==> src/rtl/meduram_pkg.sv <==
// Shared types and helpers for the meduram write-port logic.
package meduram_pkg;

    localparam int MAX_WRAGENT = 8;

    typedef enum logic {
        INIT,
        RUN
    } wrarb_state_t;

    // Index width for n requesters; a single requester still gets one bit.
    function automatic int agent_width(input int n);
        return (n <= 1) ? 1 : $clog2(n);
    endfunction

endpackage

==> src/rtl/meduram_rr_arbiter.sv <==
// Round-robin arbiter: one-hot grant and index searched upward from a
// registered pointer that moves past whichever agent actually transferred.
module meduram_rr_arbiter
    import meduram_pkg::*;
#(
    parameter int N  = 2,
    parameter int IW = agent_width(N)
) (
    input  logic          aclk,
    input  logic          aresetn,
    input  logic [N-1:0]  req,
    input  logic          advance,
    input  logic [IW-1:0] advance_idx,
    output logic [N-1:0]  grant,
    output logic [IW-1:0] grant_idx,
    output logic          grant_any
);

    logic [IW-1:0] ptr_reg;
    logic [IW-1:0] ptr_next;

    // The caller supplies the transferring index so an external override
    // (e.g. a lock) still leaves the pointer just past the real winner.
    always_comb begin
        ptr_next = ptr_reg;
        if (advance) begin
            ptr_next = (advance_idx == IW'(N - 1)) ? '0 : advance_idx + IW'(1);
        end
    end

    always_ff @(posedge aclk or negedge aresetn) begin
        if (!aresetn) begin
            ptr_reg <= '0;
        end else begin
            ptr_reg <= ptr_next;
        end
    end

    always_comb begin
        int c;
        grant     = '0;
        grant_idx = '0;
        grant_any = 1'b0;
        for (int k = 0; k < N; k++) begin
            c = int'(ptr_reg) + k;
            if (c >= N) begin
                c = c - N;
            end
            if (!grant_any && req[c]) begin
                grant_any = 1'b1;
                grant[c]  = 1'b1;
                grant_idx = IW'(c);
            end
        end
    end

endmodule

==> src/rtl/meduram_wrarb.sv <==
// Write-port arbiter and zero-sweep initializer for one meduram bank.
// Optional MEDURAM_WRARB_LOCK_EN adds req_lock to hold the port for one agent.
module meduram_wrarb
    import meduram_pkg::*;
#(
    parameter int ADDR_WIDTH  = 8,
    parameter int DATA_WIDTH  = 32,
    parameter int RAM_DEPTH   = 2 ** ADDR_WIDTH,
    parameter int NB_WRAGENT  = 2,
    parameter int AGENT_WIDTH = agent_width(NB_WRAGENT)
) (
    input  logic                             aclk,
    input  logic                             aresetn,
    input  logic                             clear,
    input  logic [NB_WRAGENT-1:0]            req_valid,
    output logic [NB_WRAGENT-1:0]            req_ready,
    input  logic [NB_WRAGENT*ADDR_WIDTH-1:0] req_addr,
    input  logic [NB_WRAGENT*DATA_WIDTH-1:0] req_data,
`ifdef MEDURAM_WRARB_LOCK_EN
    input  logic [NB_WRAGENT-1:0]            req_lock,
`endif
    output logic                             mem_wren,
    output logic [ADDR_WIDTH-1:0]            mem_wraddr,
    output logic [DATA_WIDTH-1:0]            mem_wrdata,
    output logic [AGENT_WIDTH-1:0]           mem_agent,
    output logic                             init_done
);

    wrarb_state_t state_reg, state_next;
    logic [ADDR_WIDTH-1:0]  counter_reg;
    logic                   init_done_reg;
    logic                   mem_wren_reg;
    logic [ADDR_WIDTH-1:0]  mem_wraddr_reg;
    logic [DATA_WIDTH-1:0]  mem_wrdata_reg;
    logic [AGENT_WIDTH-1:0] mem_agent_reg;

    logic [ADDR_WIDTH-1:0]  addr_arr [NB_WRAGENT];
    logic [DATA_WIDTH-1:0]  data_arr [NB_WRAGENT];

    logic [NB_WRAGENT-1:0]  arb_grant;
    logic [AGENT_WIDTH-1:0] arb_idx;
    logic                   arb_any;
    logic [NB_WRAGENT-1:0]  grant_eff;
    logic [AGENT_WIDTH-1:0] grant_idx_eff;
    logic                   grant_any_eff;
    logic                   xfer;
    logic                   sweep_last;

    for (genvar gi = 0; gi < NB_WRAGENT; gi++) begin : g_unpack
        assign addr_arr[gi] = req_addr[gi*ADDR_WIDTH +: ADDR_WIDTH];
        assign data_arr[gi] = req_data[gi*DATA_WIDTH +: DATA_WIDTH];
    end

    meduram_rr_arbiter #(
        .N  (NB_WRAGENT),
        .IW (AGENT_WIDTH)
    ) u_arb (
        .aclk        (aclk),
        .aresetn     (aresetn),
        .req         (req_valid),
        .advance     (xfer),
        .advance_idx (grant_idx_eff),
        .grant       (arb_grant),
        .grant_idx   (arb_idx),
        .grant_any   (arb_any)
    );

`ifdef MEDURAM_WRARB_LOCK_EN
    logic                   lock_reg;
    logic [AGENT_WIDTH-1:0] lock_idx_reg;
    logic                   lock_hit;

    assign lock_hit = lock_reg & req_valid[lock_idx_reg];

    always_comb begin
        grant_eff     = arb_grant;
        grant_idx_eff = arb_idx;
        grant_any_eff = arb_any;
        if (lock_hit) begin
            grant_eff               = '0;
            grant_eff[lock_idx_reg] = 1'b1;
            grant_idx_eff           = lock_idx_reg;
            grant_any_eff           = 1'b1;
        end
    end

    // Every transfer re-decides the lock; an idle locked agent drops it.
    always_ff @(posedge aclk or negedge aresetn) begin
        if (!aresetn) begin
            lock_reg     <= 1'b0;
            lock_idx_reg <= '0;
        end else if (clear) begin
            lock_reg <= 1'b0;
        end else if (xfer) begin
            lock_reg     <= req_lock[grant_idx_eff];
            lock_idx_reg <= grant_idx_eff;
        end else if (lock_reg && !req_valid[lock_idx_reg]) begin
            lock_reg <= 1'b0;
        end
    end
`else
    assign grant_eff     = arb_grant;
    assign grant_idx_eff = arb_idx;
    assign grant_any_eff = arb_any;
`endif

    // init_done lags RUN by a cycle and drops with clear, so ready is never
    // offered while the sweep is pending or running.
    assign req_ready  = {NB_WRAGENT{init_done_reg}} & grant_eff;
    assign xfer       = init_done_reg & grant_any_eff;
    assign sweep_last = (counter_reg == ADDR_WIDTH'(RAM_DEPTH - 1));

    always_comb begin
        state_next = state_reg;
        case (state_reg)
            INIT: begin
                if (!clear && sweep_last) begin
                    state_next = RUN;
                end
            end
            RUN: begin
                if (clear) begin
                    state_next = INIT;
                end
            end
            default: state_next = INIT;
        endcase
    end

    always_ff @(posedge aclk or negedge aresetn) begin
        if (!aresetn) begin
            state_reg      <= INIT;
            counter_reg    <= '0;
            init_done_reg  <= 1'b0;
            mem_wren_reg   <= 1'b0;
            mem_wraddr_reg <= '0;
            mem_wrdata_reg <= '0;
            mem_agent_reg  <= '0;
        end else begin
            state_reg     <= state_next;
            init_done_reg <= (state_reg == RUN) & ~clear;
            if (state_reg == INIT) begin
                mem_wren_reg   <= 1'b1;
                mem_wraddr_reg <= counter_reg;
                mem_wrdata_reg <= '0;
                mem_agent_reg  <= '0;
                counter_reg    <= (sweep_last || clear) ? '0 : counter_reg + ADDR_WIDTH'(1);
            end else begin
                counter_reg  <= '0;
                mem_wren_reg <= xfer;
                if (xfer) begin
                    mem_wraddr_reg <= addr_arr[grant_idx_eff];
                    mem_wrdata_reg <= data_arr[grant_idx_eff];
                    mem_agent_reg  <= grant_idx_eff;
                end
            end
        end
    end

    assign mem_wren   = mem_wren_reg;
    assign mem_wraddr = mem_wraddr_reg;
    assign mem_wrdata = mem_wrdata_reg;
    assign mem_agent  = mem_agent_reg;
    assign init_done  = init_done_reg;

endmodule

==> config.mk <==
export PLATFORM = sky130hd
export DESIGN_NAME = meduram_wrarb
export DESIGN_NICKNAME = d
export VERILOG_FILES = /design/src/rtl/meduram_pkg.sv /design/src/rtl/meduram_rr_arbiter.sv /design/src/rtl/meduram_wrarb.sv
export SDC_FILE = /design/constraint.sdc
export NUM_CORES = 1
export LEC_CHECK = 0
export CAP_MARGIN = 20
export CORE_MARGIN = 3
export CORE_UTILIZATION = 36
export CTS_BUF_LIST = sky130_fd_sc_hd__clkbuf_16
export CTS_CLUSTER_SIZE = 20
export DETAILED_ROUTE_END_ITERATION = 8
export PLACE_DENSITY = 0.89
export SYNTH_ARGS = -nofsm -noshare
export SYNTH_HDL_FRONTEND = slang
export SYNTH_SLANG_ARGS = --single-unit
==> constraint.sdc <==
create_clock -name aclk -period 1.2 [get_ports aclk]
set_input_delay 0.24 -clock aclk [delete_from_list [all_inputs] [get_ports aclk]]
set_output_delay 0.24 -clock aclk [all_outputs]
set_load 0.01 [all_outputs]
==> metrics.md, run 1 <==
| Metric | Value |
|---|---|
| Path category of the worst min-delay check | in -> async |
| Number of failing hold endpoints at the final stage | 0 |
| Number of unique standard cell types used by synthesis | 31 |
| Capturing element type of the critical path | flip-flop |
| Worst slew margin relative to its limit | 0.806 |
| Largest area contributor in the netlist | dfrtp_1 |
| Cell seen most often among critical-path stages | buf_6 |
| Result of the run | finished, violations left |
| Count of H-tree levels built during CTS | 2 |
| Via count of the first global-routing pass | 2,641 |
| Final setup slack of the worst path | -0.238 ns |
| Number of nets in the finished design | 500 |
| Half-perimeter wire length after placement | 5510 µm |
| Arrival time at the worst endpoint | 1.65 ns |
| IO Port Bufs | 129 |
| Internal Power | 3.32 mW |
| FMAX | 696 MHz |
| Setup repair after global routing missed its margin | yes |
| Routed wire per std cell | 18.9 µm |
| Final worst clock skew | 0.00492 ns |
| Gr usage total | 0.219 |
| Synthesized cell area | 0.00250 mm² |
| Worst-path fanout max | 6 |
| Ranking of synthesized cells by instance count | dfrtp_1 (53), mux2i_1 (40), nand2_1 (37) |
| Number of slew-limit violations in the final report | 0 |
| Number of DRC violations after detailed routing | 0 |
| Maximum number of pins on one net before global-route repair | 54 |
| Die area | 0.00799 mm² |
| Violations in the final reports | negative setup slack |
| Number of flops mapped to enable cells by yosys | 0 |
| Clock input transition at the sequential cells of the worst setup and hold paths | 0.07 ns |
| Placed Cells | 452 |
| Vias per inst | 5.21 |
| Yosys warnings | 0 |
| First-pass GRT wire length | 13,000 µm |
| Post-Syn Nets | 327 |
| Final period demand of the worst path | 1.44 ns |
| CTS tree | built |
| Worst supply voltage drop on vdd | 0.668 mV |
| Number of antenna violations at the first check in global routing | 0 |
| Peak per-stage delay on the critical path | 0.41 ns |
| Final Routed Wirelength | 9320 µm |
| Kind of cell adding the most delay to the critical path | buffers and inverters |
| Ordered cell list for the critical path | buf_6 -> buf_6 -> o21ai_4 -> buf_6 -> and2_4 -> clkbuf_16 -> nand2_2 -> o21ai_1 |
| Vert. Die Dim | 89.4 µm |
| Combinational cell fraction of total power | 0.198 |
| Standard cell core area | 0.00653 mm² |
| CTS Root Buffer Type | clkbuf_16 |
| Number of placement rows | 29 |
| Power density relative to cell area | 863 mW/mm² |
| Worst EP required | 1.41 ns |
| Switching share of total power | 0.224 |
| CTS max path bufs | 2 |
| Synthesized area per cell | 10.4 µm² |
| Final antenna diode count | 0 |
| Clock group share of total power | 0.376 |
| Final cell count without fillers | 492 |
| Post-layout total power | 4.27 mW |
| Share of flip-flops with an asynchronous set or reset after synthesis | 1.00 |
| Grt ovf | 0 |
| Routed Antenna Nets | 0 |
| Starting density of the core | 0.383 |
| Switching component of the power | 0.956 mW |
| Category of the critical setup timing path | reg -> reg |
| CP max-delay cell | dfrtp_2 |
| Most frequently used flop master after synthesis | dfrtp_1 |
| Kind of start point of the critical path | flip-flop |
| Number of sinks on the clock net | 53 |
| Number of iterations in the first detailed-routing pass | 4 |
| Inserted Clock Buffers | 5 |
| DRC violation total after the first TritonRoute iteration | 138 |
| Period Utilization, post-route | 1.20 |
| Actual slew at the worst max-slew pin | 0.290 ns |
| Flip-flop count of the largest register, all copies and words added | 32 |
| Sequential Power Share | 0.426 |
| Clock network latency to the later pin of the worst-skew pair | 0.29 ns |
| Post-layout utilization of the core | 0.758 |
| Count of buffer and inverter cells on the critical path | 4 |
| Most instantiated library cell after synthesis | dfrtp_1 |
| Top post-synthesis cells by area | dfrtp_1 (53%), mux2i_1 (16%), o21ai_1 (6.4%) |
| # setup viols final | 52 |
| Cell count after synthesis | 241 |
| Boundary Pins | 130 |
| Seq/Total Area, Yosys | 0.530 |
| Number of synthesized register bits | 53 |
| Vias after detailed routing | 2,564 |
| Fraction of layout instances using a drive strength above 1 | 0.347 |
| Maxcap violations | 0 |
| Leakage component of the power | 2.39 nW |
| Setup slack after placement | -0.652 ns |
| Chip width | 89.4 µm |
| Synthesis-to-finish area growth | 97.8% |
| Area share of the largest cell type after synthesis | 0.530 |
| Final weighted congestion in routability-driven placement | 0.856 |
## per-layer routing
layer | global-route usage | wire (µm)
met5 | 0 | 0
met3 | 0.0350 | 539
met2 | 0.411 | 5000
met4 | 0.0744 | 250
met1 | 0.250 | 3530
## timing repair
action | 4_1_cts | 5_1_grt
endpoints found under the setup margin | 91 | 81
gates resized for setup | 121 | 99
cloned | 11 | 1
hold buffers | 1 | 0
buffers inserted | 13 | 9
hold endpoints to repair | 53 | 0
pin swaps | 23 | 25
## worst min-delay path, cell delays in order
cell	delay (ns)
dlygate4sd3_1	0.52
buf_2	0.12
buf_12	0.27
## power groups by stage
stage | clock network (mW) | logic (mW) | registers [mW]
floorplan | 0 | 0.204 | 1.86
global placement | 0 | 0.591 | 1.86
detailed placement | 0 | 0.601 | 1.86
CTS | 1.63 | 0.759 | 1.82
global route | 1.69 | 0.894 | 1.82
finish | 1.61 | 0.846 | 1.82
## cell type report
| type | count | area (µm²) |
|---|---|---|
| inverters | 13 | 48.8 |
| clock inverters | 3 | 41.3 |
| repair buffers | 179 | 1900 |
| fillers | 432 | 1580 |
| well taps | 77 | 96.3 |
| multi-input cells | 162 | 1410 |
| flip-flops and latches | 53 | 1330 |
| clock buffers | 5 | 125 |
## per-stage QoR
step | hold WS, ns | cell area [µm²] | TNS [ns]
finish | 0.479 | 4950 | -9.10
global route | 0.503 | 4950 | -11.44
global placement | 0.254 | 4000 | -24.30
detailed placement | 0.256 | 4000 | -26.00
CTS | 0.475 | 4670 | -7.47
floorplan | -0.0556 | 2540 | -0.577
## path summary, 6_finish.rpt
path | from | endpoint | slack [ns] | cells after the start
min reg2reg | mem_wrdata[19] | mem_wrdata[19] | 0.49 | 2
min | aresetn | mem_wrdata[19] | 0.48 | 3
min in group aclk | mem_wrdata[19] | mem_wrdata[19] | 0.49 | 2
max | init_done | mem_wrdata[9] | -0.24 | 8
max reg2reg | init_done | mem_wrdata[9] | -0.24 | 8
max in group asynchronous | aresetn | init_done | 0.46 | 3
## cells by family after synthesis
kind of cell	share of synthesized area
AOI/OAI and AO/OA	0.120
buffers and inverters	0.0550
adders and majority gates	0.00500
xor gates and xnor gates	0.0175
muxes	0.160
DFF	0.530
and+or+nand+nor	0.113
## cell usage in the layout (no fill, tap or decap), types with 8 or more instances in the layout
| master | synthesis | layout |
|---|---|---|
| buf_12 | 0 | 8 |
| mux2i_1 | 40 | 27 |
| o21ai_2 | 1 | 20 |
| o21ai_1 | 32 | 12 |
| inv_1 | 12 | 12 |
| clkbuf_2 | 3 | 9 |
| nand2_2 | 0 | 13 |
| buf_6 | 1 | 10 |
| nand3_1 | 11 | 11 |
| clkdlybuf4s15_1 | 0 | 31 |
| clkdlybuf4s50_1 | 0 | 81 |
| dfrtp_1 | 53 | 52 |
| nand2_1 | 37 | 13 |
| nand2_4 | 0 | 11 |
| buf_4 | 5 | 23 |
No activity file was read; power rests on OpenSTA's default activity.
==> inputs of run 2 (changes only) <==
--- a/config.mk
+++ b/config.mk
@@ -7,11 +7,11 @@
 export LEC_CHECK = 0
 export CAP_MARGIN = 20
 export CORE_MARGIN = 3
-export CORE_UTILIZATION = 36
+export CORE_UTILIZATION = 35
 export CTS_BUF_LIST = sky130_fd_sc_hd__clkbuf_16
-export CTS_CLUSTER_SIZE = 20
+export CTS_CLUSTER_SIZE = 12
 export DETAILED_ROUTE_END_ITERATION = 8
-export PLACE_DENSITY = 0.89
+export PLACE_DENSITY = 0.87
 export SYNTH_ARGS = -nofsm -noshare
 export SYNTH_HDL_FRONTEND = slang
 export SYNTH_SLANG_ARGS = --single-unit
==> run 2 against run 1 <==
  * The flow still finishes with violations (negative setup slack)
  * Worst hold slack better by 0.0027 ns
  * Utilization down 11 points
  * Flip-flop and latch count unchanged
  * Clock power decreased by 17%
  * Fmax is 1.4% higher
  * Global-route usage decreased by 2.6 points
  * Clock skew decreased by 0.00087 ns
  * Wire length shrank 13%
  * Cell count rose by 0.81%
  * Critical path type unchanged
==> metrics.md, run 2 (synthesized netlist as in run 1, its figures left out) <==
| Metric | Value |
|---|---|
| Worst EP required | 1.35 ns (was 1.41 ns) |
| Path category of the worst min-delay check | in -> async (unchanged) |
| Count of H-tree levels built during CTS | 2 (unchanged) |
| Clock input transition at the sequential cells of the worst setup and hold paths | 0.06 ns (was 0.07 ns) |
| Maxcap violations | 0 (unchanged) |
| Worst slew margin relative to its limit | 0.803 (was 0.806) |
| Routed wire per std cell | 16.3 µm (was 18.9 µm) |
| Vias per inst | 4.90 (was 5.21) |
| Number of iterations in the first detailed-routing pass | 4 (unchanged) |
| Fillers | 546 (was 432) |
| Leakage component of the power | 2.03 nW (was 2.39 nW) |
| Final weighted congestion in routability-driven placement | 0.837 (was 0.856) |
| CTS max path bufs | 2 (unchanged) |
| CTS Root Buffer Type | clkbuf_16 (unchanged) |
| Worst supply voltage drop on vdd | 0.563 mV (was 0.668 mV) |
| Number of nets in the finished design | 485 (was 500) |
| Capturing element type of the critical path | flip-flop (unchanged) |
| Final worst clock skew | 0.00404 ns (was 0.00492 ns) |
| Starting density of the core | 0.364 (was 0.383) |
| Final antenna diode count | 0 (unchanged) |
| Worst setup slack for register-to-register paths | -0.22 ns (was -0.24 ns) |
| DRC violation total after the first TritonRoute iteration | 73 (was 138) |
| Standard cell area after detailed placement | 0.00404 mm² (was 0.00400 mm²) |
| Category of the critical setup timing path | reg -> reg (unchanged) |
| Via count of the first global-routing pass | 2,542 (was 2,641) |
| Peak per-stage delay on the critical path | 0.41 ns (about the same) |
| Final period demand of the worst path | 1.42 ns (was 1.44 ns) |
| Number of failing hold endpoints at the final stage | 0 (unchanged) |
| Result of the run | finished, violations left (unchanged) |
| Reg2reg path depth | 6 (was 8) |
| Routed Antenna Nets | 0 (unchanged) |
| Die area | 0.00820 mm² (was 0.00799 mm²) |
| Placed Cells | 474 (was 452) |
| Cell seen most often among critical-path stages | buf_6 (unchanged) |
| Inserted Clock Buffers | 5 (unchanged) |
| Kind of start point of the critical path | flip-flop (unchanged) |
| Clock network latency to the later pin of the worst-skew pair | 0.28 ns (was 0.29 ns) |
| Synthesis-to-finish area growth | 79.1% (was 97.8%) |
| Worst-path fanout max | 5 (was 6) |
| Ordered cell list for the critical path | o21ai_4 -> buf_8 -> buf_6 -> buf_6 -> mux2i_1 -> o21ai_1 (was buf_6 -> buf_6 -> o21ai_4 -> buf_6 -> and2_4 -> clkbuf_16 -> nand2_2 -> o21ai_1) |
| Leading cell types in the layout, fill and taps excluded | clkdlybuf4s50_1 (81), dfrtp_1 (52), clkdlybuf4s15_1 (39) (was clkdlybuf4s50_1 (81), dfrtp_1 (52), clkdlybuf4s15_1 (31)) |
| Endpoint of the worst-slack reg-to-reg timing path | mem_wrdata[31] (was mem_wrdata[9]) |
| Standard cell core area | 0.00687 mm² (was 0.00653 mm²) |
| Fraction of layout instances using a drive strength above 1 | 0.175 (was 0.347) |
| Number of sinks on the clock net | 53 (unchanged) |
| Startpoint of the lowest-slack register-to-register path | u_arb.ptr_reg (was init_done) |
| # setup viols final | 47 (was 52) |
| Number of DRC violations after detailed routing | 0 (unchanged) |
| Setup repair after global routing missed its margin | yes (unchanged) |
| Boundary Pins | 130 (unchanged) |
| Power density relative to cell area | 878 mW/mm² (was 863 mW/mm²) |
| Gr usage total | 0.193 (was 0.219) |
| CP max-delay cell | dfrtp_1 (was dfrtp_2) |
| Number of antenna violations at the first check in global routing | 0 (unchanged) |
| Final Routed Wirelength | 8080 µm (was 9320 µm) |
| Leading cell type in the layout, fill and taps excluded | clkdlybuf4s50_1 (unchanged) |
| IO Port Bufs | 129 (unchanged) |
| Violations in the final reports | negative setup slack (unchanged) |
| Chip width | 90.6 µm (was 89.4 µm) |
| Period Utilization, post-route | 1.18 (was 1.20) |
| Maximum number of pins on one net before global-route repair | 54 (unchanged) |
| Grt ovf | 0 (unchanged) |
| First-pass GRT wire length | 12,800 µm (was 13,000 µm) |
| Flip-flop count of the largest register, all copies and words added | 32 (unchanged) |
| Number of placement rows | 30 (was 29) |
| CTS tree | built (unchanged) |
| Final setup slack of the worst path | -0.218 ns (was -0.238 ns) |
| Final hold slack | 0.481 ns (was 0.479 ns) |
| Final cell count without fillers | 496 (was 492) |
| Half-perimeter wire length after placement | 5440 µm (was 5510 µm) |
| FMAX | 705 MHz (was 696 MHz) |
| Vert. Die Dim | 90.6 µm (was 89.4 µm) |
| Arrival time at the worst endpoint | 1.57 ns (was 1.65 ns) |
| Actual slew at the worst max-slew pin | 0.295 ns (was 0.290 ns) |
| Setup slack after placement | -0.697 ns (was -0.652 ns) |
| Vias after detailed routing | 2,432 (was 2,564) |
| Total non-filler cell area in the finished layout | 0.00448 mm² (was 0.00495 mm²) |
| Number of slew-limit violations in the final report | 0 (unchanged) |
## run 2: cell types whose count changed in the layout (fill, tap and decap cells not counted), moves of 5 or more
cell	previous run	this run
nand2_1	13	34
mux2i_4	7	1
nand2_2	13	3
clkbuf_2	9	0
o21ai_1	12	32
buf_4	23	15
buf_16	7	2
o21ai_2	20	0
clkdlybuf4s15_1	31	39
nand2_4	11	0
## run 2: per-stage QoR
step | TNS (ns) | power [mW] | util
floorplan | -0.577 | 2.07 | -
global placement | -23.89 | 2.47 | 0.588
detailed placement | -26.75 | 2.49 | 0.588
CTS | -6.95 | 3.97 | 0.639
global route | -9.59 | 4.10 | 0.653
finish | -6.34 | 3.94 | 0.653
## run 2: power breakdown
group          total, mW  switching (mW)  internal [mW]
clock network       1.34           0.584          0.751
logic              0.774           0.271          0.503
registers           1.83          0.0196           1.81
total               3.94           0.875           3.06
## run 2: worst max-delay path by stage
stage,start,to
final,u_arb.ptr_reg,mem_wrdata[31]
after global routing,u_arb.ptr_reg,mem_wrdata[31]
after CTS,u_arb.ptr_reg,mem_wrdata[31]
after detailed placement,req_valid[1],mem_wraddr[0]
after global placement,req_valid[1],mem_wraddr[2]
after floorplan,u_arb.ptr_reg,mem_wraddr[2]
## run 2: worst max-delay path, delay by kind of cell, from the launching register on
kind | cells | cell delay [ns]
multiplexers | 1 | 0.20
flip-flops | 1 | 0.41
buffers and inverters | 3 | 0.40
AO/OA/AOI/OAI | 2 | 0.28
## run 2: routing by layer
metal / global-route usage / up-vias / part of all wire
met5: 0 / - / 0
li1: - / 1160 / -
met1: 0.234 / 1185 / 0.41
met4: 0.0344 / 0 / 0.0057
met2: 0.343 / 81 / 0.53
met3: 0.0542 / 6 / 0.062
## run 2: layout make-up
type,count,area [µm²],area share
timing repair buffer,164,1710,0.380
sequential,53,1330,0.296
multi-input combinational,162,1140,0.255
clock buffer,5,125,0.0279
tap,96,120,0.0268
inverter,13,48.8,0.0109
clock inverter,3,11.3,0.00251
## run 2: timing repair
item                       in CTS  in global routing
pin swaps                       6                 10
gates cloned                    5                  2
hold endpoints to repair       53                  0
setup endpoints to repair      93                 83
resized for setup              90                 49
setup buffers                   8                  2
hold buffers                    1                  0
